### src/rtl/shift_register_scheduler_pkg.sv
// rtl/shift_register_scheduler_pkg.sv - shared constants and FSM encoding for the shift register scheduler
package shift_register_scheduler_pkg;

    localparam int WORD_W_DEF     = 24;
    // Worst-case writer latency at 24 bits; TIMEOUT has to clear it.
    localparam int WRITER_LAT_MAX = 80;

    typedef enum logic [1:0] {
        ST_IDLE = 2'd0,
        ST_LOAD = 2'd1,
        ST_GAP  = 2'd2,
        ST_ACK  = 2'd3
    } state_t;

endpackage

### src/rtl/shift_register_scheduler_if.sv
// rtl/shift_register_scheduler_if.sv - load/word/done handshake between scheduler and serial writer
interface shift_register_scheduler_if
    import shift_register_scheduler_pkg::*;
#(
    parameter int WORD_W = WORD_W_DEF
) ();

    logic              sr_load;
    logic [WORD_W-1:0] sr_word;
    logic              sr_done;

    modport master (output sr_load, output sr_word, input  sr_done);
    modport slave  (input  sr_load, input  sr_word, output sr_done);

endinterface

### src/rtl/shift_register_scheduler_rr_arbiter.sv
// rtl/shift_register_scheduler_rr_arbiter.sv - combinational round-robin pick starting at ptr
module shift_register_scheduler_rr_arbiter #(
    parameter int N_REQ = 4,
    parameter int IDX_W = $clog2(N_REQ)
) (
    input  logic [N_REQ-1:0] req,
    input  logic [IDX_W-1:0] ptr,
    output logic [N_REQ-1:0] grant,
    output logic [IDX_W-1:0] grant_idx,
    output logic             valid
);

    logic             found;
    logic [IDX_W-1:0] idx;

    always_comb begin
        grant     = '0;
        grant_idx = '0;
        found     = 1'b0;
        idx       = '0;
        for (int k = 0; k < N_REQ; k++) begin
            idx = IDX_W'((int'(ptr) + k) % N_REQ);
            if (!found && req[idx]) begin
                found      = 1'b1;
                grant[idx] = 1'b1;
                grant_idx  = idx;
            end
        end
    end

    assign valid = |req;

endmodule

### src/rtl/shift_register_scheduler.sv
// rtl/shift_register_scheduler.sv - round-robin sharing of one serial writer; SR_SKIP_SAME_EN skips redundant rewrites
module shift_register_scheduler
    import shift_register_scheduler_pkg::*;
#(
    parameter int N_REQ   = 4,
    parameter int WORD_W  = WORD_W_DEF,
    parameter int GAP     = 2,
    parameter int TIMEOUT = 255
) (
    input  logic                      clk,
    input  logic                      rst,
    input  logic [N_REQ-1:0]          req,
    input  logic [N_REQ*WORD_W-1:0]   word_in,
    output logic [N_REQ-1:0]          ack,
    output logic                      err,
    output logic                      busy,
    output logic [$clog2(N_REQ)-1:0]  grant_id,
    shift_register_scheduler_if.master wr
);

    localparam int IDX_W   = $clog2(N_REQ);
    localparam int CNT_MAX = (TIMEOUT > GAP) ? TIMEOUT : GAP;
    localparam int CNT_W   = $clog2(CNT_MAX + 1);

    generate
        if (GAP < 1 || TIMEOUT <= WRITER_LAT_MAX) begin : g_bad_cfg
            $error("shift_register_scheduler: GAP must be >= 1 and TIMEOUT must exceed writer latency");
        end
    endgenerate

    state_t            state, next_state;
    logic [CNT_W-1:0]  cnt;
    logic [IDX_W-1:0]  ptr;
    logic [WORD_W-1:0] sr_word_q;
    logic              sr_load_c;
    logic [N_REQ-1:0]  arb_grant;
    logic [IDX_W-1:0]  arb_idx;
    logic              arb_valid;
    logic [WORD_W-1:0] arb_word;
    logic              timeout_hit;

    shift_register_scheduler_rr_arbiter #(.N_REQ(N_REQ), .IDX_W(IDX_W)) u_arb (
        .req       (req),
        .ptr       (ptr),
        .grant     (arb_grant),
        .grant_idx (arb_idx),
        .valid     (arb_valid)
    );

    // One-hot AND-OR mux of the granted requester's word.
    always_comb begin
        arb_word = '0;
        for (int i = 0; i < N_REQ; i++) begin
            if (arb_grant[i]) arb_word = arb_word | word_in[i*WORD_W +: WORD_W];
        end
    end

    assign timeout_hit = (cnt == CNT_W'(TIMEOUT - 1)) && !wr.sr_done;

`ifdef SR_SKIP_SAME_EN
    logic [WORD_W-1:0] last_word;

    always_ff @(posedge clk or negedge rst) begin
        if (!rst)                            last_word <= '0;
        else if (state == ST_LOAD && wr.sr_done) last_word <= sr_word_q;
    end
`endif

    always_ff @(posedge clk or negedge rst) begin
        if (!rst) state <= ST_IDLE;
        else      state <= next_state;
    end

    always_comb begin
        next_state = state;
        case (state)
            ST_IDLE: begin
                if (arb_valid) begin
                    next_state = ST_LOAD;
`ifdef SR_SKIP_SAME_EN
                    if (arb_word == last_word && !err) next_state = ST_ACK;
`endif
                end
            end
            ST_LOAD: if (wr.sr_done || timeout_hit)    next_state = ST_GAP;
            ST_GAP:  if (cnt == CNT_W'(GAP - 1))       next_state = ST_ACK;
            ST_ACK:  next_state = ST_IDLE;
            default: next_state = ST_IDLE;
        endcase
    end

    always_comb begin
        sr_load_c = 1'b0;
        busy      = 1'b1;
        ack       = '0;
        case (state)
            ST_IDLE: busy = 1'b0;
            ST_LOAD: sr_load_c = 1'b1;
            ST_ACK:  ack[grant_id] = 1'b1;
            default: ;
        endcase
    end

    // Shared counter: LOAD timeout and GAP length, cleared on every state change.
    always_ff @(posedge clk or negedge rst) begin
        if (!rst) begin
            cnt       <= '0;
            ptr       <= '0;
            sr_word_q <= '0;
            grant_id  <= '0;
            err       <= 1'b0;
        end else begin
            if (state == next_state && (state == ST_LOAD || state == ST_GAP)) cnt <= cnt + 1'b1;
            else                                                              cnt <= '0;
            if (state == ST_IDLE && arb_valid) begin
                sr_word_q <= arb_word;
                grant_id  <= arb_idx;
            end
            if (state == ST_LOAD && timeout_hit) err <= 1'b1;
            if (state == ST_ACK)
                ptr <= (grant_id == IDX_W'(N_REQ - 1)) ? '0 : grant_id + 1'b1;
        end
    end

    assign wr.sr_load = sr_load_c;
    assign wr.sr_word = sr_word_q;

endmodule

### src/flat_wrapper.sv
// flat-port wrapper written by rule: the top's interface ports become plain ports
module shift_register_scheduler_flat import shift_register_scheduler_pkg::*;
#(
    parameter int N_REQ   = 4,
    parameter int WORD_W  = WORD_W_DEF,
    parameter int GAP     = 2,
    parameter int TIMEOUT = 255
)
  (clk, rst, req, word_in, ack, err, busy, grant_id, wr_sr_load, wr_sr_word, wr_sr_done);
  shift_register_scheduler_if #(.WORD_W(WORD_W)) wr_i ();
  input  logic clk;
  input  logic rst;
  input  logic [N_REQ-1:0] req;
  input  logic [N_REQ*WORD_W-1:0] word_in;
  output logic [N_REQ-1:0] ack;
  output logic err;
  output logic busy;
  output logic [$clog2(N_REQ)-1:0] grant_id;
  output wire logic [$bits(wr_i.sr_load)-1:0] wr_sr_load;
  output wire logic [$bits(wr_i.sr_word)-1:0] wr_sr_word;
  input wire logic [$bits(wr_i.sr_done)-1:0] wr_sr_done;
  assign wr_sr_load = wr_i.sr_load;
  assign wr_sr_word = wr_i.sr_word;
  assign wr_i.sr_done = wr_sr_done;
  shift_register_scheduler #(.N_REQ(N_REQ), .WORD_W(WORD_W), .GAP(GAP), .TIMEOUT(TIMEOUT)) u_core (.clk(clk), .rst(rst), .req(req), .word_in(word_in), .ack(ack), .err(err), .busy(busy), .grant_id(grant_id), .wr(wr_i));
endmodule
### config.mk
export PLATFORM = sky130hd
export DESIGN_NAME = shift_register_scheduler_flat
export DESIGN_NICKNAME = d
export VERILOG_FILES = /design/src/rtl/shift_register_scheduler_pkg.sv /design/src/rtl/shift_register_scheduler_if.sv /design/src/rtl/shift_register_scheduler_rr_arbiter.sv /design/src/rtl/shift_register_scheduler.sv /design/src/flat_wrapper.sv
export SDC_FILE = /design/constraint.sdc
export NUM_CORES = 1
export LEC_CHECK = 0
export BUFFER_PORTS_ARGS = -buffer_cell sky130_fd_sc_hd__buf_2
export CAP_MARGIN = 20
export CORE_MARGIN = 2
export CORE_UTILIZATION = 35
export CTS_BUF_LIST = sky130_fd_sc_hd__clkbuf_8
export DETAILED_ROUTE_END_ITERATION = 6
export REMOVE_ABC_BUFFERS = 1
export SYNTH_ARGS = -nofsm -noshare
export SYNTH_HDL_FRONTEND = slang
export SYNTH_SLANG_ARGS = --single-unit
### constraint.sdc
create_clock -name clk -period 3 [get_ports clk]
set_input_delay 0.6 -clock clk [delete_from_list [all_inputs] [get_ports clk]]
set_output_delay 0.6 -clock clk [all_outputs]
set_load 0.005 [all_outputs]
==> results by group <==
Outcome
  – Status: finished clean

Finish
  – Fraction of layout cells with a size suffix above 1: 42.4%
  – Antenna Cells: 0
  – Layout fillers: 1,014
  – Layout Area Growth over Synthesis: 25.0%
  – Final core occ: 45.1%
  – Fin nets: 616
  – Layout Cells excl Fill: approximately 630
  – Final instance area: 0.00443 mm^2

Timing
  – Unrepaired setup endpoints after global routing: no
  – Slew margin rel.: 25.0%
  – Final Setup Violations: 0
  – Final period util: 95.3%
  – Slew @ Worst Pin: 1.11 ns
  – Final setup TNS: 0 ns
  – Final slew viol count: 0
  – Worst-case hold slack: 0.444 ns
  – Tmin final: 2.86 ns
  – Clk_skew: 0.0133 ns
  – Final hold violations: 0
  – Fmax: 0.350 GHz

Synthesis
  – Synthesized cell area: 0.00354 mm^2
  – YS warnings: 0
  – Top cell type's share of synthesized area: 27.6%
  – Mean area per synthesized cell: 9.65 um^2
  – Fraction of registers with async set or reset after synthesis: 100%
  – Area contributors post-synth: dfrtp_1 (28%), a41oi_2 (9.2%), a221oi_2 (8.5%), ha_1 (7.1%), o21ai_0 (5.8%)
  – Synthesized flop and latch total: 39
  – Post-synth cell types: 53
  – Primary FF master, synth: dfrtp_1
  – Post-synth top cells: o21ai_0 (41), dfrtp_1 (39), o21ai_1 (35)
  – Sequential share of the synthesized area: 27.6%
  – Dominant cell by count in the synthesized netlist: o21ai_0
  – EDFF count, synth: 0
  – Mapped Cells: between 300 and 400
  – Area leader, netlist: dfrtp_1

Setup path
  – Worst Path Arrival: 3.08 ns
  – Setup CP Type: flip-flop to flip-flop
  – Slowest CP cell: o21ai_2
  – Critical Path Source Type: flip-flop
  – CP Max Fanout: 12
  – CP peak stage delay: 0.79 ns
  – Worst-path cell chain: inv_1 > ha_1 > buf_4 > mux2i_1 > o22a_1 > o21ai_2 > a221oi_2 > a41oi_2
  – CP Capture Type: flip-flop
  – WP data required: 3.22 ns

Route
  – DRC Markers: 0
  – Pre-antenna DRT Iters: 4
  – Via-to-Cell Ratio: 5.70
  – DR vias: 3,568
  – Routed wire length per instance: 18.4 um
  – Antenna viol nets, final: 0
  – DRT iter0 DRCs: 234
  – Routed Wire Length: 11,500 um

CTS
  – Clock Tree Root: clkbuf_8
  – Clock Tree Buf Depth: 2
  – Hold buffers post-CTS: 0
  – Num Clock Sinks: 39
  – Clock slew at reported path FFs: ~0.090 ns
  – Setup Fix Bufs, Post-CTS: 0
  – CTS Buf Count: 5
  – Post-cts repair resize count: 0
  – Clk_lat worst skew: 0.30 ns
  – Htree depth: 2
  – TritonCTS clock tree: done

Floorplan
  – Die area: 0.0109 mm^2
  – Core Region: 0.00982 mm^2
  – Die W: approximately 100 um
  – Cell row count: 36
  – Num ports: 136
  – DIE HEIGHT: 105 um
  – Starting density of the core: 36.1%

Hold path
  – Tightest Hold Check Type: input pin to asynchronous set/reset pin

Global route
  – Vias in the first global route: between 3,000 and 4,000
  – GR Util All Layers: approximately 20%
  – Grt ovf: 0
  – Initial antenna violation count: 0
  – First-pass GRT wire length: 18,100 um
  – Largest net degree at the start of global routing: 40

Placement
  – GPL Wtd Cong: 0.862
  – Area after DPL: 0.00433 mm^2
  – Post-DP HPWL: 7920 um
  – I/O Buffers: 135
  – Placed Cells: 618

Power
  – Max VDD drop: 0.000382 V
  – Pwr dens: between 1000 and 1500 mW/mm^2
  – Leakage: 1.91 nW

Run
  – Max Cap Viol: 0
[path summary, 6_finish.rpt]
| path | end | from | cells past startpoint | slack [ns] |
|---|---|---|---|---|
| min | u_core.wr.sr_word[9] | rst | 1 | 0.44 |
| max reg2reg | u_core.wr.sr_word[12] | u_core.ptr[1] | 8 | 0.14 |
| min reg2reg | u_core.err | u_core.err | 1 | 0.49 |
| max | u_core.wr.sr_word[12] | u_core.ptr[1] | 8 | 0.14 |
| max in group asynchronous | u_core.ptr[0] | rst | 1 | 1.94 |
| min in group clk | u_core.err | u_core.err | 1 | 0.49 |
[power by group]
part	switching, mW	internal, mW	total [mW]
clock network	0.198	0.181	0.379
logic	1.88	1.28	3.17
registers	0.158	0.754	0.912
total	2.24	2.22	4.46
[layout by cell type, fill, tap and decap left out, types with 2 or more instances in the layout]
cell,synthesis,layout
a221oi_2,20,20
a221oi_1,4,4
inv_1,14,14
a221oi_4,2,2
nand2b_1,4,4
nor3_1,3,3
buf_2,5,135
o21ai_0,41,41
nor4_1,10,10
nor2_1,30,29
buf_12,0,2
a21oi_1,6,6
and2_1,30,30
a41o_1,2,2
xor2_1,5,5
nand3_1,3,3
nand4_1,2,2
o21ai_1,35,35
clkbuf_8,0,6
mux4_2,4,4
nand2_1,9,9
a41oi_1,4,4
buf_4,3,9
o21a_1,2,2
ha_1,20,20
nand3b_4,2,2
o22ai_1,2,2
a41oi_2,20,20
dfrtp_1,39,39
mux2i_1,5,5
[critical path: cells and delay by family (launching register included)]
| family | cells | cell delay (ns) |
|---|---|---|
| flip-flops | 1 | 0.49 |
| adder cells (fa/ha/maj) | 1 | 0.34 |
| AO/OA/AOI/OAI | 4 | 1.48 |
| multiplexers | 1 | 0.13 |
| buffers and inverters | 2 | 0.35 |
[sequential cells by signal, summed over array words and instances (netlist names)]
signal / flops
u_core.ptr: 2
u_core.err: 1
u_core.grant_id: 2
u_core.cnt: 8
u_core.state: 2
u_core.wr.sr_word: 24
[final cells by class]
| class | instances | area, um^2 | share of cell area, % |
|---|---|---|---|
| clock buffer | 6 | 82.6 | 1.87 |
| multi-input combinational | 287 | 2360 | 53.3 |
| timing repair buffer | 146 | 783 | 17.7 |
| clock inverter | 1 | 5.00 | 0.113 |
| sequential | 39 | 976 | 22.1 |
| tap | 133 | 166 | 3.76 |
| inverter | 14 | 52.6 | 1.19 |
[cells by family (layout without fill, tap and decap cells)]
logic type	count (synthesis)	count (layout)	share of synthesized area [%]
adders and majority gates	20	20	7.07
AOI/OAI and AO/OA	149	150	37.1
muxes	11	11	4.70
DFF	39	39	27.6
and+or+nand+nor	100	100	15.8
xor gates and xnor gates	6	6	1.48
buffers and inverters	42	167	6.32
[metal layers]
layer	wire length, um	GRT usage [%]
met5	0	0
met4	223	6.67
met3	675	2.74
met2	5860	35.9
met1	4770	25.3
[stage by stage]
step / total power [mW] / setup slack, ns
5_1_grt: 4.79 / 0.00117
4_1_cts: 4.43 / 0.0924
3_3_place_gp: 4.00 / 0.222
3_5_place_dp: 4.05 / 0.0903
2_1_floorplan: 3.01 / -0.151
6_report: 4.46 / 0.140
No activity file was read; power rests on OpenSTA's default activity.
